===== src/rtl/mem_bist_pkg.sv =====
// Shared types and helpers for the memory BIST controller: FSM states,
// the expected-data pattern and the error counter width.
package mem_bist_pkg;

  localparam int unsigned ErrCntW = 8;

  typedef enum logic [2:0] {
    StIdle,
    StWrite,
    StRead,
    StDrain,
    StFinish
  } bist_state_e;

  // Expected word for address a. Callers truncate the result to their own data width (<= 64).
  function automatic logic [63:0] bist_data(input logic [63:0] seed, input logic [63:0] addr,
                                            input logic inv);
    logic [63:0] d;
    d = seed ^ addr;
    return inv ? ~d : d;
  endfunction

endpackage


===== src/rtl/mem_bist_cmp.sv =====
// Read-data checker: compares each read one cycle after issue, captures the
// first failing address/data and keeps a saturating mismatch count.
module mem_bist_cmp
  import mem_bist_pkg::*;
#(
  parameter int unsigned      WIDTH   = 8,
  parameter int unsigned      ADDR_W  = 3,
  parameter logic [WIDTH-1:0] PATTERN = '0
) (
  input  logic               clk_i,
  input  logic               rst_i,
  input  logic               clear_i,
  input  logic               rd_issue_i,
  input  logic [ADDR_W-1:0]  rd_addr_i,
  input  logic               rd_inv_i,
  input  logic [WIDTH-1:0]   rdata_i,
  output logic [ADDR_W-1:0]  fail_addr_o,
  output logic [WIDTH-1:0]   fail_data_o,
  output logic [ErrCntW-1:0] err_cnt_o,
  output logic               clean_o
);

  logic               chk_q;
  logic [ADDR_W-1:0]  chk_addr_q;
  logic               chk_inv_q;
  logic [ADDR_W-1:0]  fail_addr_q;
  logic [WIDTH-1:0]   fail_data_q;
  logic [ErrCntW-1:0] err_cnt_q;
  logic [WIDTH-1:0]   exp_data;
  logic               mismatch;

  // clean_o folds in the compare happening this cycle so the final verdict sees the last read.
  always_comb begin
    exp_data = WIDTH'(bist_data(64'(PATTERN), 64'(chk_addr_q), chk_inv_q));
    mismatch = chk_q && (rdata_i != exp_data);
    clean_o  = (err_cnt_q == '0) && !mismatch;
  end

  always_ff @(posedge clk_i) begin
    if (rst_i || clear_i) begin
      chk_q       <= 1'b0;
      chk_addr_q  <= '0;
      chk_inv_q   <= 1'b0;
      fail_addr_q <= '0;
      fail_data_q <= '0;
      err_cnt_q   <= '0;
    end else begin
      chk_q      <= rd_issue_i;
      chk_addr_q <= rd_addr_i;
      chk_inv_q  <= rd_inv_i;
      if (mismatch) begin
        if (err_cnt_q == '0) begin
          fail_addr_q <= chk_addr_q;
          fail_data_q <= rdata_i;
        end
        if (err_cnt_q != '1) begin
          err_cnt_q <= err_cnt_q + ErrCntW'(1);
        end
      end
    end
  end

  assign fail_addr_o = fail_addr_q;
  assign fail_data_o = fail_data_q;
  assign err_cnt_o   = err_cnt_q;

endmodule


===== src/rtl/mem_bist_ctrl.sv =====
// March-style write/read BIST controller for a registered-read memory.
// Define MEM_BIST_INV_PASS_EN to add a second pass with inverted data.
module mem_bist_ctrl
  import mem_bist_pkg::*;
#(
  parameter int unsigned      WIDTH   = 8,
  parameter int unsigned      DEPTH   = 8,
  parameter logic [WIDTH-1:0] PATTERN = WIDTH'(8'hA5),
  localparam int unsigned     ADDR_W  = $clog2(DEPTH)
) (
  input  logic               CLK,
  input  logic               RESET,
  input  logic               START,
  output logic               BUSY,
  output logic               DONE,
  output logic               PASS,
  output logic [ADDR_W-1:0]  FAIL_ADDR,
  output logic [WIDTH-1:0]   FAIL_DATA,
  output logic [ErrCntW-1:0] ERR_CNT,
  output logic               CS,
  output logic               WE,
  output logic               RE,
  output logic [ADDR_W-1:0]  WADDR,
  output logic [ADDR_W-1:0]  RADDR,
  output logic [WIDTH-1:0]   WDATA,
  input  logic [WIDTH-1:0]   RDATA
);

`ifdef MEM_BIST_INV_PASS_EN
  localparam bit InvPassEn = 1'b1;
`else
  localparam bit InvPassEn = 1'b0;
`endif

  localparam logic [ADDR_W-1:0] LastAddr = ADDR_W'(DEPTH - 1);

  bist_state_e       state_q;
  logic [ADDR_W-1:0] addr_q;
  logic [ADDR_W-1:0] addr_nxt;
  logic              inv_q;
  logic              cs_q, we_q, re_q;
  logic [ADDR_W-1:0] waddr_q, raddr_q;
  logic [WIDTH-1:0]  wdata_q;
  logic              busy_q, done_q, pass_q;
  logic              cmp_clean;
  logic              run_start;

  function automatic logic [WIDTH-1:0] pat_word(input logic [ADDR_W-1:0] a, input logic inv);
    return WIDTH'(bist_data(64'(PATTERN), 64'(a), inv));
  endfunction

  assign addr_nxt  = addr_q + ADDR_W'(1);
  assign run_start = (state_q == StIdle) && START;

  // Memory strobes are registered and set on entry to each cycle, so they line up with state_q.
  always_ff @(posedge CLK) begin
    if (RESET) begin
      state_q <= StIdle;
      addr_q  <= '0;
      inv_q   <= 1'b0;
      cs_q    <= 1'b0;
      we_q    <= 1'b0;
      re_q    <= 1'b0;
      waddr_q <= '0;
      raddr_q <= '0;
      wdata_q <= '0;
      busy_q  <= 1'b0;
      done_q  <= 1'b0;
      pass_q  <= 1'b0;
    end else begin
      cs_q    <= 1'b0;
      we_q    <= 1'b0;
      re_q    <= 1'b0;
      waddr_q <= '0;
      raddr_q <= '0;
      wdata_q <= '0;
      done_q  <= 1'b0;
      case (state_q)
        StIdle: begin
          if (START) begin
            state_q <= StWrite;
            addr_q  <= '0;
            inv_q   <= 1'b0;
            pass_q  <= 1'b0;
            busy_q  <= 1'b1;
            cs_q    <= 1'b1;
            we_q    <= 1'b1;
            wdata_q <= pat_word('0, 1'b0);
          end
        end
        StWrite: begin
          cs_q <= 1'b1;
          if (addr_q == LastAddr) begin
            state_q <= StRead;
            addr_q  <= '0;
            re_q    <= 1'b1;
          end else begin
            addr_q  <= addr_nxt;
            we_q    <= 1'b1;
            waddr_q <= addr_nxt;
            wdata_q <= pat_word(addr_nxt, inv_q);
          end
        end
        StRead: begin
          if (addr_q == LastAddr) begin
            state_q <= StDrain;
            addr_q  <= '0;
          end else begin
            addr_q  <= addr_nxt;
            cs_q    <= 1'b1;
            re_q    <= 1'b1;
            raddr_q <= addr_nxt;
          end
        end
        StDrain: begin
          if (InvPassEn && !inv_q) begin
            state_q <= StWrite;
            inv_q   <= 1'b1;
            cs_q    <= 1'b1;
            we_q    <= 1'b1;
            wdata_q <= pat_word('0, 1'b1);
          end else begin
            state_q <= StFinish;
            busy_q  <= 1'b0;
            done_q  <= 1'b1;
            pass_q  <= cmp_clean;
          end
        end
        StFinish: state_q <= StIdle;
        default:  state_q <= StIdle;
      endcase
    end
  end

  mem_bist_cmp #(
    .WIDTH  (WIDTH),
    .ADDR_W (ADDR_W),
    .PATTERN(PATTERN)
  ) u_cmp (
    .clk_i      (CLK),
    .rst_i      (RESET),
    .clear_i    (run_start),
    .rd_issue_i (re_q),
    .rd_addr_i  (raddr_q),
    .rd_inv_i   (inv_q),
    .rdata_i    (RDATA),
    .fail_addr_o(FAIL_ADDR),
    .fail_data_o(FAIL_DATA),
    .err_cnt_o  (ERR_CNT),
    .clean_o    (cmp_clean)
  );

  assign BUSY  = busy_q;
  assign DONE  = done_q;
  assign PASS  = pass_q;
  assign CS    = cs_q;
  assign WE    = we_q;
  assign RE    = re_q;
  assign WADDR = waddr_q;
  assign RADDR = raddr_q;
  assign WDATA = wdata_q;

endmodule

===== config.mk =====
export PLATFORM = sky130hd
export DESIGN_NAME = mem_bist_ctrl
export DESIGN_NICKNAME = d
export VERILOG_FILES = /design/src/rtl/mem_bist_pkg.sv /design/src/rtl/mem_bist_cmp.sv /design/src/rtl/mem_bist_ctrl.sv
export SDC_FILE = /design/constraint.sdc
export NUM_CORES = 1
export LEC_CHECK = 0
export CORE_MARGIN = 2
export CORE_UTILIZATION = 47
export CTS_CLUSTER_DIAMETER = 40
export DETAILED_ROUTE_END_ITERATION = 16
export PLACE_DENSITY = 0.78
export SYNTH_ARGS = -nofsm -noshare
export SYNTH_HDL_FRONTEND = slang
export SYNTH_SLANG_ARGS = --single-unit

===== constraint.sdc =====
create_clock -name CLK -period 1.8 [get_ports CLK]
set_input_delay 0.54 -clock CLK [delete_from_list [all_inputs] [get_ports CLK]]
set_output_delay 0.54 -clock CLK [all_outputs]
set_load 0.01 [all_outputs]

==> summary.txt, run 1 <==
GRT
  – Grt ovf: 0
  – First-pass GRT wire length: between 6000 and 7000 um
  – Largest net degree at the start of global routing: 33
  – GRT Total Usage: 0.209
  – Vias in the first global route: approximately 1600
  – Initial antenna violation count: 0

Critical path
  – Critical-path top delay cell: clkdlybuf4s50_1
  – Critical Path Stages: 1
  – Crit path buffers/inverters: 1
  – CP peak stage delay: about 560 ps
  – Worst-path maximum fanout: 3
  – Critical Path Start: u_cmp.err_cnt_o[3]
  – Reg-to-Reg Start: u_cmp.err_cnt_o[0]
  – Reg2reg end: u_cmp.err_cnt_o[5]
  – R2r setup slk: 180 ps
  – Critical path arrival: between 1000 and 1500 ps
  – Startpoint Class: flip-flop
  – Setup crit end: ERR_CNT[3]
  – Worst Reg2Reg Path Length in Cells: 6
  – Critical Path RT: 1260 ps
  – Top delay family on crit path: buffers and inverters
  – Worst Setup End Kind: output pin
  – Crit-path cells: clkdlybuf4s50_1
  – WS Path Type: reg2out

CTS
  – Clock buffer depth: 2
  – Clock Latency Late Sink: between 300 and 400 ps
  – CTS Sinks: 44
  – Htree depth: 2
  – Clock slew at reported path FFs: ~90 ps
  – CTS root buffer: clkbuf_8
  – Hold buffers post-CTS: 0
  – CTS tree: done
  – CTS buffer count: 5

Timing
  – Final period util: 0.989
  – Post-layout min period: 1780 ps
  – Fin. max-slew vios: 0
  – Final hold vios: 0
  – Fmax: around 560 MHz
  – RSZ-0062 raised after global routing: false
  – Min Hold Slack: 448 ps
  – Clock Skews: around 8.9 ps
  – Setup Viol. Count Final: 0
  – Final Worst Setup Slack: 18.9 ps
  – Total negative slack: 0 ps

Logic synthesis
  – Number of synthesized flops with an enable pin: 0
  – Syn Area/Cell: around 8.5 sq um
  – Register bit total from synthesis: 44
  – Syn. warnings: 0
  – Synth Instances: 215
  – Ys async rst share: 0
  – Top cells by area in the synthesized netlist: dfxtp_1, nand3_1, nand2_1
  – Mapped cell area: between 1500 and 2000 sq um
  – Synth cell types: between 40 and 50
  – Largest area contributor in the netlist: dfxtp_1
  – Post-synth top area share: 0.479
  – Ys flop type: dfxtp_1
  – Share of the yosys chip area belonging to registers: 0.479

Worst hold path
  – Hold Path Origin: RADDR[2]
  – HP Class: reg2reg

Layout
  – Finished Core Util: 0.705
  – Inserted Diodes: 0
  – FF+latch area: just under 900 sq um
  – Commonest non-fill, non-tap cell in the layout: dfxtp_1
  – Final cell count without fillers: 324
  – Commonest non-fill, non-tap cells in the layout: dfxtp_1, clkdlybuf4s50_1, nand2_1, buf_4, nand3_1
  – Ratio of cells with drive above 1 in the final layout: 0.170
  – Fill cells: 303
  – Final Net Count: 291
  – Multi-input gate area in the final layout: 868 sq um
  – Area grow syn2layout: 42.6%

Routing
  – Number of DRC markers in iteration 0: between 100 and 150
  – Post-DR vias/cell: around 5.4
  – Final wirelength: about 4300 um
  – ANT nets after route: 0
  – Total iterations of the first detailed-routing run: 4
  – Vias: 1737
  – Drt wl/cell: around 13 um
  – DRC: 0

Placed design
  – PortBufs: 46
  – GP Congestion: between 0.9 and 1
  – Pre-CTS WS: -398 ps
  – HPWL after detailed placement: between 3000 and 4000 um
  – DP Cell Count: 315

Pwr
  – PwrDens: around 730 nW/um^2
  – Leak Pwr: around 1.1 nW
  – VDD IR-drop max: 0.519 mV

Die
  – FP Rows: 22
  – Die ar.: ~4400 sq um
  – Starting Density: 0.495
  – Die X-Extent: roughly 67 um
  – Die Height: 66.5 um
  – Core ar.: around 3700 sq um
  – # IOs: 50

Status
  – Status: completed

Flow run
  – MaxCap Viol Count: 0
synthesized netlist by cell type (4+ instances only):
cell type	number
dfxtp_1	44
o21ai_0	14
buf_2	4
nor2_1	19
nor3_1	4
buf_4	5
nor4_1	4
clkbuf_1	4
or3_1	4
and2_1	4
nand3_1	20
nand4_1	6
ha_1	5
inv_1	7
a21oi_1	12
nand2_1	21
power by group:
part	internal, W	leakage (nW)	switching, W
logic	0.0000835	0.732	0.0000796
clock network	0.000410	0.0541	0.000346
registers	0.000985	0.361	0.00000862
cell families after synthesis:
| family | Yosys count | share of synthesized area |
|---|---|---|
| compound gates | 42 | 0.139 |
| xor+xnor | 4 | 0.0191 |
| fa+ha+maj | 5 | 0.0340 |
| buf+inv | 24 | 0.0640 |
| flops | 44 | 0.479 |
| mux | 1 | 0.00545 |
| other cells | 1 | 0.00204 |
| simple gates | 94 | 0.257 |
layer usage:
metal | wire, um | global-route usage | up-vias
li1 | - | - | 863
met1 | 1840 | 0.248 | 813
met2 | 2140 | 0.346 | 49
met3 | 207 | 0.0439 | 12
met4 | 124 | 0.120 | 0
met5 | 0 | 0 | -
flip-flops by register name, summed over array words and instances, names as in the netlist:
name	cells
u_cmp.fail_addr_o	3
RE	1
u_cmp.fail_data_o	8
u_cmp.chk_addr_q	3
WDATA	4
CS	1
state_q	3
PASS	1
addr_q	3
u_cmp.chk_q	1
BUSY	1
RADDR	3
WADDR	3
u_cmp.err_cnt_o	8
DONE	1
cell type report:
class / count / share of cell area
clock buffers: 5 / 0.0263
clock inverters: 3 / 0.0162
inverters: 7 / 0.0100
flip-flops and latches: 44 / 0.341
repair buffers: 68 / 0.252
well taps: 48 / 0.0229
multi-input cells: 149 / 0.331
worst min path at each step:
stage                      endpoint  slack, ps  cells past startpoint
3_3_place_gp    u_cmp.chk_addr_q[0]        440                      1
3_5_place_dp    u_cmp.chk_addr_q[2]        440                      1
2_1_floorplan  u_cmp.fail_addr_o[1]        460                      2
5_1_grt         u_cmp.chk_addr_q[2]        480                      1
6_report        u_cmp.chk_addr_q[2]        450                      1
4_1_cts         u_cmp.chk_addr_q[2]        450                      1
metrics by stage:
stage | power (W) | cell area, sq um
global placement | 0.00118 | 2450
CTS | 0.00194 | 2570
global route | 0.00199 | 2620
detailed placement | 0.00119 | 2450
finish | 0.00191 | 2620
floorplan | 0.00110 | 1850
what timing repair did:
action	CTS	global route
resized for setup	12	17
setup endpoints to repair	10	26
buffers inserted	1	0
pin swaps	7	2
hold endpoints to repair	0	0
(Power assumes the default switching activity.)
==> run 2, diff against run 1 <==
--- a/config.mk
+++ b/config.mk
@@ -5,6 +5,7 @@
 export SDC_FILE = /design/constraint.sdc
 export NUM_CORES = 1
 export LEC_CHECK = 0
+export CAP_MARGIN = 20
 export CORE_MARGIN = 2
 export CORE_UTILIZATION = 47
 export CTS_CLUSTER_DIAMETER = 40
@@ -13,3 +14,4 @@
 export SYNTH_ARGS = -nofsm -noshare
 export SYNTH_HDL_FRONTEND = slang
 export SYNTH_SLANG_ARGS = --single-unit
+export TNS_END_PERCENT = 50
==> results of run 2 <==
Final layout, timing and power as in run 1 (identical DEF).
==> run 3, diff against run 2 <==
--- a/config.mk
+++ b/config.mk
@@ -11,7 +11,7 @@
 export CTS_CLUSTER_DIAMETER = 40
 export DETAILED_ROUTE_END_ITERATION = 16
 export PLACE_DENSITY = 0.78
+export SLEW_MARGIN = 15
 export SYNTH_ARGS = -nofsm -noshare
 export SYNTH_HDL_FRONTEND = slang
 export SYNTH_SLANG_ARGS = --single-unit
-export TNS_END_PERCENT = 50
==> results of run 3 <==
Final layout, timing and power as in run 1 (identical DEF).
